File: src/rtl/mem_arbiter.sv
// Two-port arbiter in front of a single-port memory with one-cycle read latency.
// Define ARB_STARVE_GUARD_EN to build the port B starvation guard.
module mem_arbiter #(
    parameter int ADDR_WIDTH   = 16,
    parameter int DATA_WIDTH   = 20,
    parameter int STARVE_LIMIT = 8
) (
    input  logic                  clk,
    input  logic                  reset,
    input  logic                  a_req,
    input  logic                  a_we,
    input  logic [ADDR_WIDTH-1:0] a_addr,
    input  logic [DATA_WIDTH-1:0] a_wdata,
    output logic                  a_gnt,
    output logic                  a_rvalid,
    input  logic                  b_req,
    input  logic                  b_we,
    input  logic [ADDR_WIDTH-1:0] b_addr,
    input  logic [DATA_WIDTH-1:0] b_wdata,
    output logic                  b_gnt,
    output logic                  b_rvalid,
    output logic [DATA_WIDTH-1:0] rdata,
    output logic [ADDR_WIDTH-1:0] mem_addr,
    output logic [DATA_WIDTH-1:0] mem_write_value,
    output logic                  mem_write_enable,
    input  logic [DATA_WIDTH-1:0] mem_read_value
);

    localparam logic [1:0] IDLE  = 2'd0;
    localparam logic [1:0] OWN_A = 2'd1;
    localparam logic [1:0] OWN_B = 2'd2;

    logic [1:0]            owner_q, owner_d;
    logic                  rd_q, rd_d;
    logic [ADDR_WIDTH-1:0] addr_q;
    logic                  force_b;

`ifdef ARB_STARVE_GUARD_EN
    localparam int CW = $clog2(STARVE_LIMIT + 1);
    localparam logic [CW-1:0] LIMIT = CW'(STARVE_LIMIT);

    logic [CW-1:0] starve_cnt_q, starve_cnt_d;

    assign force_b = b_req && (starve_cnt_q == LIMIT);

    always_comb begin
        starve_cnt_d = starve_cnt_q;
        if (!b_req || b_gnt)
            starve_cnt_d = '0;
        else if (starve_cnt_q != LIMIT)
            starve_cnt_d = starve_cnt_q + 1'b1;
    end

    always_ff @(posedge clk or posedge reset) begin
        if (reset)
            starve_cnt_q <= '0;
        else
            starve_cnt_q <= starve_cnt_d;
    end
`else
    logic unused_starve_limit;
    assign unused_starve_limit = (STARVE_LIMIT > 0);
    assign force_b = 1'b0;
`endif

    // Grants are forced low while reset is asserted, whatever the requests.
    assign a_gnt = !reset && a_req && !force_b;
    assign b_gnt = !reset && b_req && (!a_req || force_b);

    assign mem_addr         = a_gnt ? a_addr : (b_gnt ? b_addr : addr_q);
    assign mem_write_value  = b_gnt ? b_wdata : a_wdata;
    assign mem_write_enable = (a_gnt && a_we) || (b_gnt && b_we);

    always_comb begin
        owner_d = IDLE;
        if (a_gnt)
            owner_d = OWN_A;
        else if (b_gnt)
            owner_d = OWN_B;
        rd_d = (a_gnt && !a_we) || (b_gnt && !b_we);
    end

    always_ff @(posedge clk or posedge reset) begin
        if (reset) begin
            owner_q <= IDLE;
            rd_q    <= 1'b0;
            addr_q  <= '0;
        end else begin
            owner_q <= owner_d;
            rd_q    <= rd_d;
            addr_q  <= mem_addr;
        end
    end

    // Returning data follows the previous owner, not the current grant.
    assign a_rvalid = rd_q && (owner_q == OWN_A);
    assign b_rvalid = rd_q && (owner_q == OWN_B);
    assign rdata    = (a_rvalid || b_rvalid) ? mem_read_value : '0;

endmodule

File: config.mk
export PLATFORM = sky130hd
export DESIGN_NAME = mem_arbiter
export DESIGN_NICKNAME = d
export VERILOG_FILES = /design/src/rtl/mem_arbiter.sv
export SDC_FILE = /design/constraint.sdc
export NUM_CORES = 1
export LEC_CHECK = 0
export CAP_MARGIN = 20
export CORE_UTILIZATION = 28
export DETAILED_ROUTE_END_ITERATION = 10
export PLACE_DENSITY = 0.85
export REMOVE_ABC_BUFFERS = 1
export SKIP_LAST_GASP = 1
export SLEW_MARGIN = 20
export SYNTH_ARGS = -nofsm -noshare
export SYNTH_HDL_FRONTEND = slang
export SYNTH_SLANG_ARGS = --single-unit
File: constraint.sdc
create_clock -name clk -period 1.77 [get_ports clk]
set_input_delay 0.4425 -clock clk [delete_from_list [all_inputs] [get_ports clk]]
set_output_delay 0.4425 -clock clk [all_outputs]
set_load 0.05 [all_outputs]
Word-level counts from Yosys, hierarchy flattened --
Index checks and enable logic that the tools add are counted. Widths: inputs -> output; s select.
Storage, ports and cells: input bits 98, register bits after elaboration 19, output and inout port bits 61, logic and storage cells 27
Operators by class: reductions and logical operators 16, equality and inequality tests 2, muxes and demuxes 6
Operators by type and width (number):
- $mux 20 | 2
- $mux 16 | 2
- $logic_and 1x1->1 | 9
- $logic_not 1->1 | 4
- $mux 2 | 2
- $logic_or 1x1->1 | 3
- $eq 2x1->1 const B | 1
- $eq 2x2->1 const B | 1

Logic depth before layout (Yosys ltp) --
depth after elaboration 5, mapped depth 4, gate-level depth less buffers 2

Worst setup path before layout --
Ideal clock, no wire load.
path kind input to output, from in a_req, to out mem_addr[10], stages 4, path slack -907 ps, buffers on the path 2, arrival 2235 ps, data required time 1327 ps, cells stage by stage nor2b_1 buf_6 buf_6 a222oi_1
Between the ends: elaborated cells between the ends (all ways) 5, those cells by class mux: 2; reduce/logical: 3
RTL lines:
- start: declaration | line 10 | input logic a_req,
- $logic_and 1x1->1 | line 67 | assign a_gnt = !reset && a_req && !force_b;
- named net a_gnt | line 14 | output logic a_gnt,
- $mux 16 | line 70 | assign mem_addr = a_gnt ? a_addr : (b_gnt ? b_addr : addr_q);
- end: declaration | line 23 | output logic [ADDR_WIDTH-1:0] mem_addr,
The timed path passes the listed nets, and every way through them passes these cells.

Final worst setup path --
from in a_req, to out mem_addr[5]
Between the ends: longest elaborated chain between the ends 4, elaborated cells between the ends (all ways) 5, those cells by class mux: 2; reduce/logical: 3
RTL lines:
- $logic_not 1->1 | line 68 | assign b_gnt = !reset && b_req && (!a_req || force_b);
- $logic_and 1x1->1 | line 68
- $mux 16 | line 70
- $mux 16 (*) | line 70
Mark *: on every way between the ends. The rest lies on a longest branch, timed or not.

==> metrics.md <==
| Metric | Value |
|---|---|
| Status | `finished, violations left` |
| Failing checks | `setup timing` |
| Final worst-path cycle share | `117%` |
| GR Util All Layers | `24.9%` |
| Netlist cell types | `20` |
| DR DRC count | `0` |
| CP max-delay cell | `a222oi_1` |
| CP max FO | `5` |
| Post-synth top area share | `33.9%` |
| Number of global-route vias before repair | `2105` |
| Synth Instances | `152` |
| VDD IR max | `about 0.53 mV` |
| First-pass iteration count of the detailed router | `5` |
| Clock skew | `0 ns` |
| Logic gate share of total power | `60.6%` |
| Critical Path Max Stage Delay | `0.40 ns` |
| Die Span X | `just over 70 um` |
| Crit. End Element | `primary output` |
| Placed Instance Area | `between 3000 and 4000 um2` |
| First-pass GRT wire length | `10100 um` |
| RD Place Congestion | `roughly 0.74` |
| Arrival time at the worst endpoint | `1.63 ns` |
| Clock Latency Late Sink | `0.26 ns` |
| Crit path kind | `input port to primary output` |
| Clock slew at reported path FFs | `around 0.08 ns` |
| Final Util | `79.6%` |
| Worst setup margin | `-0.299 ns` |
| Number of port buffers | `158` |
| Die Y | `72.8 um` |
| Routed vias | `2053` |
| Ys Warns | `0` |
| Drt total wl | `approximately 7300 um` |
| Most Frequent Cell on Critical Path | `buf_6` |
| Top post-synthesis cells by area | `dfrtp_1 (34%), mux2_2 (16%), and3b_1 (13%), a222oi_1 (11%), inv_1 (8.8%)` |
| Worst endpoint required time | `1.33 ns` |
| First DRT Iteration DRCs | `110` |
| Sw power | `0.794 mW` |
| Starting Density | `29.3%` |
| Clock share of power | `15.0%` |
| Post-route cell area | `3810 um2` |
| CP Cell Sequence | `buf_12 -> buf_8 -> buf_6 -> o21bai_4 -> buf_6 -> a222oi_1 -> buf_4` |
| Synth area leader | `dfrtp_1` |
| # Max-Cap Violations | `0` |
| Wire per inst | `17.2 um` |
| CTS root buffer | `clkbuf_8` |
| Finish-stage setup viols | `58` |
| Unrepaired setup endpoints after global routing | `yes` |
| Final Critical Period | `around 2.1 ns` |
| Worst-margin pin slew | `about 0.47 ns` |
| Initial antenna violation count | `0` |
| Die area | `about 5300 um2` |
| Leakage power | `2.00 nW` |
| Pwr/cell area | `539 nW/um2` |
| Fmax achieved | `0.483 GHz` |
| Final Hold Vio Count | `0` |
| CTS Sinks | `19` |
| Clock H-tree levels | `1` |
| Congestion Overflow GR | `0` |
| Syn Area/Cell | `9.23 um2` |
| Core area | `4790 um2` |
| Half-perimeter wire length after placement | `4390 um` |
| N_diodes | `0` |
| CTS tree | `built` |
| Synthesized flop and latch total | `19` |
| Row cnt | `25` |
| Rel. slew slack | `68.4%` |
| Int Pwr | `between 1 and 1.5 mW` |
| Seq/Total Area, Yosys | `33.9%` |
| CP startpoint kind | `input port` |
| Nets | `~460` |
| Tot Pwr | `2.05 mW` |
| Hold Path Class | `input port to asynchronous set/reset pin` |
| Sequential power share | `24.4%` |
| Worst R2R Path Depth | `7` |
| Final ANT Viol Nets | `0` |
| Layout Area Growth over Synthesis | `172%` |
| # IOs | `159` |
| Largest net degree at the start of global routing | `23` |
| Clk buf depth | `2` |
| Layout cells sized above 1 | `about 43%` |
| Vias per cell | `just under 5` |
| Total CTS buffers | `3` |
| Slew Limit Fails | `0` |
| Sw Share | `about 39%` |
| Area of the mapped netlist | `~1400 um2` |
[critical path, delay by kind of cell]
family,cells,cell delay (ns)
buf+inv,5,0.70
compound gates,2,0.47
[synth_stat cells, drive strengths merged]
master,instances
a21oi,2
a222oi,16
and3b,21
buf,7
clkbuf,6
dfrtp,19
inv,33
mux2,20
nand2,2
nand2b,1
nand3b,1
nor2,17
nor2b,2
nor3b,2
o21bai,1
or3b,1
xnor2,1
[cell families after synthesis]
family	share of synthesized area, %
buf+inv	14.6
mux	16.1
flops	33.9
simple gates	22.1
compound gates	12.7
xor+xnor	0.625
[path summary, 6_finish.rpt]
path                                   endpoint            startpoint  slack (ns)
hold / removal             addr_q[10]$_DFF_PP0_                 reset        0.37
min in group clk           owner_q[1]$_DFF_PP0_                 b_req        0.53
hold reg to reg             addr_q[4]$_DFF_PP0_   addr_q[4]$_DFF_PP0_        0.55
max in group asynchronous   addr_q[8]$_DFF_PP0_                 reset        1.19
setup / recovery                    mem_addr[5]                 a_req       -0.30
setup reg to reg           addr_q[14]$_DFF_PP0_  addr_q[14]$_DFF_PP0_        0.49
[repair_timing]
item | 4_1_cts | 5_1_grt
cloned | 7 | 1
pin swaps | 28 | 14
setup endpoints to repair | 75 | 60
hold buffers | 0 | 0
endpoints found under the hold margin | 0 | 0
buffers inserted | 31 | 12
gates resized for setup | 134 | 16
[state kept, by name (all words and copies together), names as in the netlist]
| name | flops |
|---|---|
| addr_q | 16 |
| rd_q | 1 |
| owner_q | 2 |
[metal layers]
layer,global-route usage [%],vias up,share of wire (%)
li1,-,937,-
met1,25.9,970,34
met2,50.4,132,56
met3,4.42,14,7.5
met4,6.32,0,1.9
met5,0,-,0
[area by class of cell]
cell class | count | area (um2)
Multi-Input combinational cell | 88 | 856
Sequential cell | 19 | 475
Fill cell | 300 | 975
Timing Repair Buffer | 213 | 2230
Clock inverter | 1 | 5.00
Clock buffer | 3 | 41.3
Inverter | 33 | 124
Tap cell | 67 | 83.8
[power by group through the flow]
stage,registers (mW),clock network [mW],logic (mW)
after global routing,0.507,0.330,1.29
final,0.502,0.308,1.24
after detailed placement,0.510,0,0.990
after CTS,0.501,0.305,1.18
after floorplan,0.508,0,0.509
after global placement,0.505,0,0.979
[placed cells by master, fill, tap and decap left out]
master / instances
dfrtp_1: 19
xnor2_2: 1
nand2b_1: 1
or3b_2: 1
o21bai_4: 1
and3b_2: 1
dlymetal6s2s_1: 1
nor2_1: 17
buf_2: 2
buf_16: 1
clkbuf_8: 3
nor3b_4: 1
mux2_4: 20
dlygate4sd2_1: 30
clkdlybuf4s50_1: 63
nand3b_1: 1
clkinv_2: 1
nor2b_4: 3
inv_1: 33
buf_12: 14
and3b_1: 20
nand2_1: 2
a222oi_1: 16
a21oi_1: 1
buf_6: 33
buf_4: 54
nor3b_1: 1
a21oi_2: 1
buf_8: 15
[through the flow]
step	hold slack (ns)	instances	setup TNS, ns	setup slack, ns
3_3_place_gp	0.516	379	-40.79	-1.07
2_1_floorplan	0.394	139	-58.14	-1.12
4_1_cts	0.366	417	-11.07	-0.316
5_1_grt	0.384	424	-14.50	-0.317
6_report	0.368	424	-11.59	-0.299
3_5_place_dp	0.519	379	-42.79	-1.15
Note: power is estimated with default switching activity, not from simulation.
